<file path="src/rtl/multiplicador_algoritmico.sv">
// ============================================================================
//  Module   : multiplicador_algoritmico
//  Purpose  : Sequential signed shift-and-add multiply-accumulate, Num = Coc*Den + Res.
//  Revision : 1.0  initial release
// ============================================================================
`default_nettype none

module multiplicador_algoritmico #(
    parameter int tamanyo = 32,
    parameter int t_mod   = 5
) (
    input  logic                   CLK,
    input  logic                   RSTa,
    input  logic                   Start,
    input  logic [tamanyo-1:0]     Coc,
    input  logic [tamanyo-1:0]     Den,
    input  logic [tamanyo-1:0]     Res,
    output logic [2*tamanyo-1:0]   Num,
    output logic                   Done
);

    localparam logic [t_mod-1:0] c_cont_init = t_mod'(tamanyo - 1);

    typedef enum logic [1:0] {
        S_IDLE  = 2'd0,
        S_ADD   = 2'd1,
        S_SHIFT = 2'd2,
        S_FIN   = 2'd3
    } state_t;

    state_t                 r_state, w_state_nxt;
    logic                   r_signc, w_signc_nxt;
    logic                   r_signd, w_signd_nxt;
    logic [tamanyo-1:0]     r_q,     w_q_nxt;
    logic [tamanyo-1:0]     r_m,     w_m_nxt;
    logic [tamanyo:0]       r_accu,  w_accu_nxt;
    logic [2*tamanyo-1:0]   r_res,   w_res_nxt;
    logic [t_mod-1:0]       r_cont,  w_cont_nxt;
    logic [2*tamanyo-1:0]   w_num_nxt;
    logic                   w_done_nxt;

    logic [tamanyo-1:0]     w_abs_coc;
    logic [tamanyo-1:0]     w_abs_den;
    logic [2*tamanyo:0]     w_shift;
    logic [2*tamanyo-1:0]   w_prod;
    logic [2*tamanyo-1:0]   w_prod_signed;

    // The most negative operand negates onto itself, which read as unsigned is its true magnitude.
    assign w_abs_coc     = Coc[tamanyo-1] ? (~Coc + 1'b1) : Coc;
    assign w_abs_den     = Den[tamanyo-1] ? (~Den + 1'b1) : Den;
    assign w_shift       = {r_accu, r_q} >> 1;
    assign w_prod        = {r_accu[tamanyo-1:0], r_q};
    assign w_prod_signed = (r_signc ^ r_signd) ? (~w_prod + 1'b1) : w_prod;

    always_ff @(posedge CLK or posedge RSTa) begin
        if (RSTa) begin
            r_state <= S_IDLE;
            r_signc <= 1'b0;
            r_signd <= 1'b0;
            r_q     <= '0;
            r_m     <= '0;
            r_accu  <= '0;
            r_res   <= '0;
            r_cont  <= '0;
            Num     <= '0;
            Done    <= 1'b0;
        end else begin
            r_state <= w_state_nxt;
            r_signc <= w_signc_nxt;
            r_signd <= w_signd_nxt;
            r_q     <= w_q_nxt;
            r_m     <= w_m_nxt;
            r_accu  <= w_accu_nxt;
            r_res   <= w_res_nxt;
            r_cont  <= w_cont_nxt;
            Num     <= w_num_nxt;
            Done    <= w_done_nxt;
        end
    end

    always_comb begin
        w_state_nxt = r_state;
        w_signc_nxt = r_signc;
        w_signd_nxt = r_signd;
        w_q_nxt     = r_q;
        w_m_nxt     = r_m;
        w_accu_nxt  = r_accu;
        w_res_nxt   = r_res;
        w_cont_nxt  = r_cont;
        w_num_nxt   = Num;
        w_done_nxt  = Done;

        case (r_state)
            S_IDLE: begin
                if (Start) begin
                    w_signc_nxt = Coc[tamanyo-1];
                    w_signd_nxt = Den[tamanyo-1];
                    w_q_nxt     = w_abs_coc;
                    w_m_nxt     = w_abs_den;
                    w_res_nxt   = {{tamanyo{Res[tamanyo-1]}}, Res};
                    w_accu_nxt  = '0;
                    w_cont_nxt  = c_cont_init;
                    w_done_nxt  = 1'b0;
                    w_state_nxt = S_ADD;
                end
            end
            S_ADD: begin
                if (r_q[0]) begin
                    w_accu_nxt = r_accu + {1'b0, r_m};
                end
                w_state_nxt = S_SHIFT;
            end
            S_SHIFT: begin
                w_accu_nxt  = w_shift[2*tamanyo:tamanyo];
                w_q_nxt     = w_shift[tamanyo-1:0];
                w_cont_nxt  = r_cont - 1'b1;
                w_state_nxt = (r_cont == '0) ? S_FIN : S_ADD;
            end
            S_FIN: begin
                w_num_nxt   = w_prod_signed + r_res;
                w_done_nxt  = 1'b1;
                w_state_nxt = S_IDLE;
            end
            default: begin
                w_state_nxt = S_IDLE;
            end
        endcase
    end

endmodule

`default_nettype wire
</file>
<file path="config.mk">
export PLATFORM = sky130hd
export DESIGN_NAME = multiplicador_algoritmico
export DESIGN_NICKNAME = d
export VERILOG_FILES = /design/src/rtl/multiplicador_algoritmico.sv
export SDC_FILE = /design/constraint.sdc
export NUM_CORES = 1
export LEC_CHECK = 0
export CORE_ASPECT_RATIO = 0.6
export CORE_UTILIZATION = 32
export DETAILED_ROUTE_END_ITERATION = 16
export PLACE_DENSITY = 0.59
export SLEW_MARGIN = 15
export SYNTH_ARGS = -nofsm -noshare
export SYNTH_HDL_FRONTEND = slang
export SYNTH_SLANG_ARGS = --single-unit
</file>
<file path="constraint.sdc">
create_clock -name CLK -period 9.6 [get_ports CLK]
set_clock_uncertainty 0.15 [all_clocks]
set_input_delay 1.44 -clock CLK [delete_from_list [all_inputs] [get_ports CLK]]
set_output_delay 1.44 -clock CLK [all_outputs]
set_load 0.02 [all_outputs]
</file>
==> results.sh, run 1 <==
export IMPL_hold_path_startpoint="r_m[14]"
export IMPL_clk_pin_slew_ps=60
export IMPL_critPathKind="flip-flop to flip-flop"
export IMPL_crit_required_ps=9880
export IMPL_clock_fmax_mhz=174
export IMPL_reg2reg_depth=17
export IMPL_r2r_end="Num[61]"
export IMPL_h_tree_depth=1
export IMPL_die_w_um=289
export IMPL_synth_distinct_cells=71
export IMPL_dieHeight_um=174
export IMPL_post_route_drc_count=0
export IMPL_portBuffers=163
export IMPL_grt_first_pass_wirelength_mm=79.6
export IMPL_final_cell_mix="dfrtp_1, nand2_1, o21ai_0, clkdlybuf4s50_1, a21oi_1"
export IMPL_syn_avg_cell_area_um2=8.64
export IMPL_num_rows=62
export IMPL_tritoncts="built"
export IMPL_fin_crit_sh_pct=59.8
export IMPL_vias=14268
export IMPL_post_drt_wl_per_cell_um=19.7
export IMPL_hold_class="flip-flop to flip-flop"
export IMPL_drive_gt1_share_pct=8.61
export IMPL_holdPathStages=2
export IMPL_seq_area_frac_synth_pct=32.1
export IMPL_synth_top_area_share_pct=32.1
export IMPL_worstMarginPinSlew_ps=1100
export IMPL_status="finished, final reports clean"
export IMPL_nets=2146
export IMPL_cp_depth=17
export IMPL_ys_seq_elements=203
export IMPL_reg2reg_slack_ps=3860
export IMPL_crit_reg2reg_launch="r_q[20]"
export IMPL_ys_flop_type="dfrtp_1"
export IMPL_place_gp_congestion=0.929
export IMPL_async_flop_share_pct=100
export IMPL_routed_via_density=5.50
export IMPL_ys_top_cells_by_area="dfrtp_1, ha_1, xor2_1, mux2_2, o21ai_0"
export IMPL_synth_edf_count=0
export IMPL_worst_path_buf_inv=0
export IMPL_tns_ps=0
export IMPL_cts_buffers=24
export IMPL_path_cells="or4_4 > nor4_4 > nand2b_2 > or4_4 > nor3_1 > nand2_1 > o21ai_0 > xnor2_1 > ha_1 > nand2_1 > nor3_1 > nand2_1 > o311ai_0 > nand4bb_1 > o41ai_1 > xor2_1 > mux2_2"
export IMPL_yosysTopAreaCell="dfrtp_1"
export IMPL_grt_pass1_vias=13403
export IMPL_worstPathArrival_ps=6020
export IMPL_core_area_um2=48300
export IMPL_cpLargestDelayFamily="simple AND/OR/NAND/NOR gates"
export IMPL_areaGrowthSynthToFinish_pct=19.4
export IMPL_postCtsHoldBufs=0
export IMPL_ctsLongestPathBuffers=3
export IMPL_final_common_cell="dfrtp_1"
export IMPL_clk_latency_ps=550
export IMPL_drt_iter0_drc=1345
export IMPL_synth_warnings=0
export IMPL_cts_sinks=203
export IMPL_grt_overflow=0
export IMPL_min_to="r_m[14]"
export IMPL_cp_start_kind="flip-flop"
export IMPL_grt_usage_pct=20.1
export IMPL_dr_pass1_iters=6
export IMPL_die_area_um2=50300
export IMPL_period_minus_slack_ps=5740
export IMPL_cts_root_buf="clkbuf_16"
export IMPL_post_cts_resized=0
export IMPL_start_util_pct=32.8
export IMPL_syn_instance_count=1830
export IMPL_rsz0062_at_grt="no"
export IMPL_grt_start_max_net_pins=75
export IMPL_routed_wl_mm=51.2
export IMPL_post_cts_buffers=0
export IMPL_slew_viol_final=0
export IMPL_hold_viol=0
export IMPL_crit_top_cell="nand2_1"
export IMPL_antenna_found_initial=1
export IMPL_io_pins=164
export IMPL_syn_area_um2=15800
export IMPL_dpl_hpwl_mm=39.1
export IMPL_cap_violations=0
export IMPL_crit_path_end_kind="flip-flop"
export IMPL_critical_path_max_fanout=7
export IMPL_syn_nets=2040
export IMPL_slew_limit_headroom_pct=26.0
export IMPL_max_stage_delay_ps=600
export IMPL_setup_viol=0
export IMPL_ant_nets=0
export IMPL_slowest_stage="or4_4"
[area by class of cell]
type	instances	area (µm²)
multi-input cells	1492	10300
clock inverters	14	215
inverters	41	161
flip-flops and latches	203	5080
repair buffers	174	1710
diodes	1	2.50
clock buffers	28	646
fillers	4839	29400
well taps	640	801
[metrics by stage]
step	setup WS, ps	util, %	cells	hold slack [ps]	area [µm²]
final	3860	39.1	2593	346	18900
after global routing	3470	39.1	2592	374	18900
after CTS	3930	39.1	2592	356	18900
after detailed placement	3950	37.3	2550	336	18000
after global placement	4020	37.3	2550	334	18000
after floorplan	2470	-	1830	306	15800
[flip-flops by register name, indices dropped and copies added (netlist names)]
name	count
Done	1
Num	64
r_state	2
r_q	32
r_cont	5
r_signc	1
r_m	32
r_signd	1
r_accu	33
r_res	32
[worst min-delay path, delay by kind of cell, from the launching register on]
kind,cells,cell delay (ps)
flops,1,350
compound gates,1,60
simple gates,1,50
[per-layer routing]
metal | routed length, µm | track usage (%) | vias to the layer above
met5 | 0 | 0 | -
met4 | 464 | 2.30 | 0
met3 | 4270 | 3.83 | 31
met2 | 18400 | 24.7 | 509
met1 | 28000 | 34.9 | 6864
li1 | - | - | 6864
[kinds of logic (layout without fill, tap and decap cells)]
| group | count (synthesis) | in the layout | synth area share (%) |
|---|---|---|---|
| compound gates | 558 | 558 | 21.4 |
| flops | 203 | 203 | 32.1 |
| xor+xnor | 208 | 208 | 11.5 |
| other cells | 0 | 1 | 0 |
| buf+inv | 135 | 257 | 3.21 |
| mux | 102 | 102 | 7.23 |
| simple gates | 513 | 513 | 15.6 |
| fa+ha+maj | 111 | 111 | 8.88 |
[cells in the mapped netlist (all sizes together), types with 3 or more instances]
library cell  count
a22o              3
a211o             3
o211ai            8
mux2             94
o41ai            17
a22oi            28
or2               5
and2              5
dfrtp           203
nor3             29
clkbuf           89
buf               5
a21oi           155
nand2           198
o21a             11
o31ai            31
inv              41
xnor2            81
and3             10
nor2b             9
a2111oi           3
mux2i             8
a41oi             4
ha              109
xor2            127
and4              8
or4              16
or3              19
a21o             33
a221oi            5
o21bai           15
nand3b            3
o21ai           190
nand3            37
nand2b           22
a31oi            19
a211oi            7
nor4             18
nand4            19
nor2            108
[worst max path at each step]
stage | start | slack [ps] | endpoint
after floorplan | RSTa | 2470 | Done
after global routing | r_q[20] | 3470 | Num[61]
final | r_q[20] | 3860 | Num[61]
after detailed placement | r_q[20] | 3950 | Num[61]
after CTS | r_q[20] | 3930 | Num[61]
after global placement | r_q[20] | 4020 | Num[61]
Power of run 1 is left out: the tool's default activity adds up to more than one toggle a clock period on the data nets, which glitch-free logic cannot reach.
==> run 2: changes to the inputs <==
--- a/config.mk
+++ b/config.mk
@@ -8,7 +8,7 @@
 export CORE_ASPECT_RATIO = 0.6
 export CORE_UTILIZATION = 32
 export DETAILED_ROUTE_END_ITERATION = 16
-export PLACE_DENSITY = 0.59
+export PLACE_DENSITY = 0.61
 export SLEW_MARGIN = 15
 export SYNTH_ARGS = -nofsm -noshare
 export SYNTH_HDL_FRONTEND = slang
==> constraint.sdc (replaced) <==
create_clock -name CLK -period 4.7 [get_ports CLK]
set_clock_uncertainty 0.15 [all_clocks]
set_input_delay 0.705 -clock CLK [delete_from_list [all_inputs] [get_ports CLK]]
set_output_delay 0.705 -clock CLK [all_outputs]
set_load 0.02 [all_outputs]
==> run 2 against run 1 <==
Compared with the run above:
- the flow now finishes with violations (setup timing)
- clock-buffer cell count shrank 1
- fmax grew 16%
- non-clock buffer count rose by 300
- sequential share of layout area fell by 3.8 points
- flip-flop and latch count is the same
- setup slack worse by 4100 ps
- first-iteration DRC count is 1.9% lower
- critical path type unchanged
- largest cell class unchanged
==> results.sh, run 2 (synthesis gave the netlist of run 1 again) <==
export IMPL_crit_path_end_kind="flip-flop"
export IMPL_num_rows=62
export IMPL_largest_register_ffs=64
export IMPL_worstPathArrival_ps=5260
export IMPL_post_route_drc_count=0
export IMPL_period_minus_slack_ps=4960
export IMPL_grt_overflow=0
export IMPL_crit_required_ps=5000
export IMPL_areaGrowthSynthToFinish_pct=39.1
export IMPL_clk_latency_ps=580
export IMPL_routed_wl_mm=55.4
export IMPL_ant_nets=0
export IMPL_start_util_pct=32.8
export IMPL_nFillCells=4615
export IMPL_vias=15511
export IMPL_violations="setup timing"
export IMPL_ctsLongestPathBuffers=3
export IMPL_cts_sinks=203
export IMPL_nets=2445
export IMPL_tns_ps=-3090
export IMPL_post_drt_wl_per_cell_um=19.2
export IMPL_fin_area_um2=22000
export IMPL_grt_first_pass_wirelength_mm=86.5
export IMPL_place_gp_congestion=0.949
export IMPL_cts_root_buf="clkbuf_16"
export IMPL_rsz0062_at_grt="yes"
export IMPL_critPathKind="flip-flop to flip-flop"
export IMPL_clk_pin_slew_ps=70
export IMPL_tritoncts="built"
export IMPL_routed_via_density=5.36
export IMPL_io_pins=164
export IMPL_cp_start_kind="flip-flop"
export IMPL_hold_class="flip-flop to flip-flop"
export IMPL_antenna_cells=0
export IMPL_worstMarginPinSlew_ps=876
export IMPL_status="complete, but fails checks"
export IMPL_reg_top3="Num: 64 flops, r_accu: 33 flops"
export IMPL_cap_violations=0
export IMPL_antenna_found_initial=0
export IMPL_portBuffers=163
export IMPL_drive_gt1_share_pct=26.0
export IMPL_fin_crit_sh_pct=106
export IMPL_dieHeight_um=174
export IMPL_grt_pass1_vias=14982
export IMPL_h_tree_depth=1
export IMPL_cts_buffers=23
export IMPL_regMostFlops="Num"
export IMPL_fin_ws_ps=-262
export IMPL_dr_pass1_iters=5
export IMPL_clock_fmax_mhz=202
export IMPL_grt_usage_pct=21.7
export IMPL_die_w_um=289
export IMPL_final_common_cell="buf_4"
export IMPL_pre_cts_slack_ps=-423
export IMPL_setup_viol=20
export IMPL_drt_iter0_drc=1319
export IMPL_slew_viol_final=0
export IMPL_postCtsHoldBufs=0
export IMPL_die_area_um2=50300
export IMPL_core_area_um2=48300
export IMPL_place_area_um2=20200
export IMPL_grt_start_max_net_pins=94
export IMPL_hold_viol=0
export IMPL_critical_path_max_fanout=5
export IMPL_final_cell_mix="buf_4, dfrtp_1, nand2_1, o21ai_0, clkdlybuf4s50_1"
export IMPL_slew_limit_headroom_pct=41.6
export IMPL_dpl_hpwl_mm=41.7
[run 2: layer usage]
layer,GRT usage (%),part of all wire [%]
met4,3.60,1.7
met2,28.5,38
met3,4.34,7.5
met1,35.6,52
met5,0,0
[run 2: layout make-up]
cell class,count,area [µm²],area share (%)
Multi-Input combinational cell,1492,11100,50.4
Clock buffer,27,601,2.73
Tap cell,640,801,3.64
Sequential cell,203,5080,23.1
Inverter,41,158,0.717
Timing Repair Buffer,474,4050,18.4
Clock inverter,15,213,0.968
[run 2: path summary, 6_finish.rpt]
kind                       startpoint       to  slack [ps]  cells past startpoint
max                           r_q[27]  Num[59]        -260                     19
min                           r_m[26]  r_m[26]         350                      2
max reg2reg                   r_q[27]  Num[59]        -260                     19
min reg2reg                   r_m[26]  r_m[26]         350                      2
min in group asynchronous        RSTa  r_m[18]         530                      2
max in group asynchronous        RSTa  Num[42]        2850                      3
[run 2: what timing repair did]
item,in CTS,in global routing
buffers inserted,20,8
pin swaps,46,48
gates resized for setup,117,69
endpoints found under the setup margin,23,30
[run 2: stage by stage]
stage | hold WS, ps | util [%] | instances
floorplan | 306 | - | 1830
global placement | 330 | 41.8 | 2825
detailed placement | 340 | 41.8 | 2825
CTS | 355 | 44.8 | 2885
global route | 364 | 45.6 | 2892
finish | 347 | 45.6 | 2892
[run 2: critical path: stages, from the launching register on]
cell	delay (ps)
dfrtp_1	390
or4_4	580
nor4_4	270
nand2b_2	100
or4_4	500
or4_4	530
buf_6	150
o31ai_4	200
xnor2_2	110
ha_2	190
a21oi_2	150
o21bai_1	90
a21oi_2	170
o21ai_1	100
a21o_1	190
a221oi_2	320
nand2_1	110
xor2_1	160
buf_4	130
mux2_2	250
Power of run 2 is left out for the same reason.
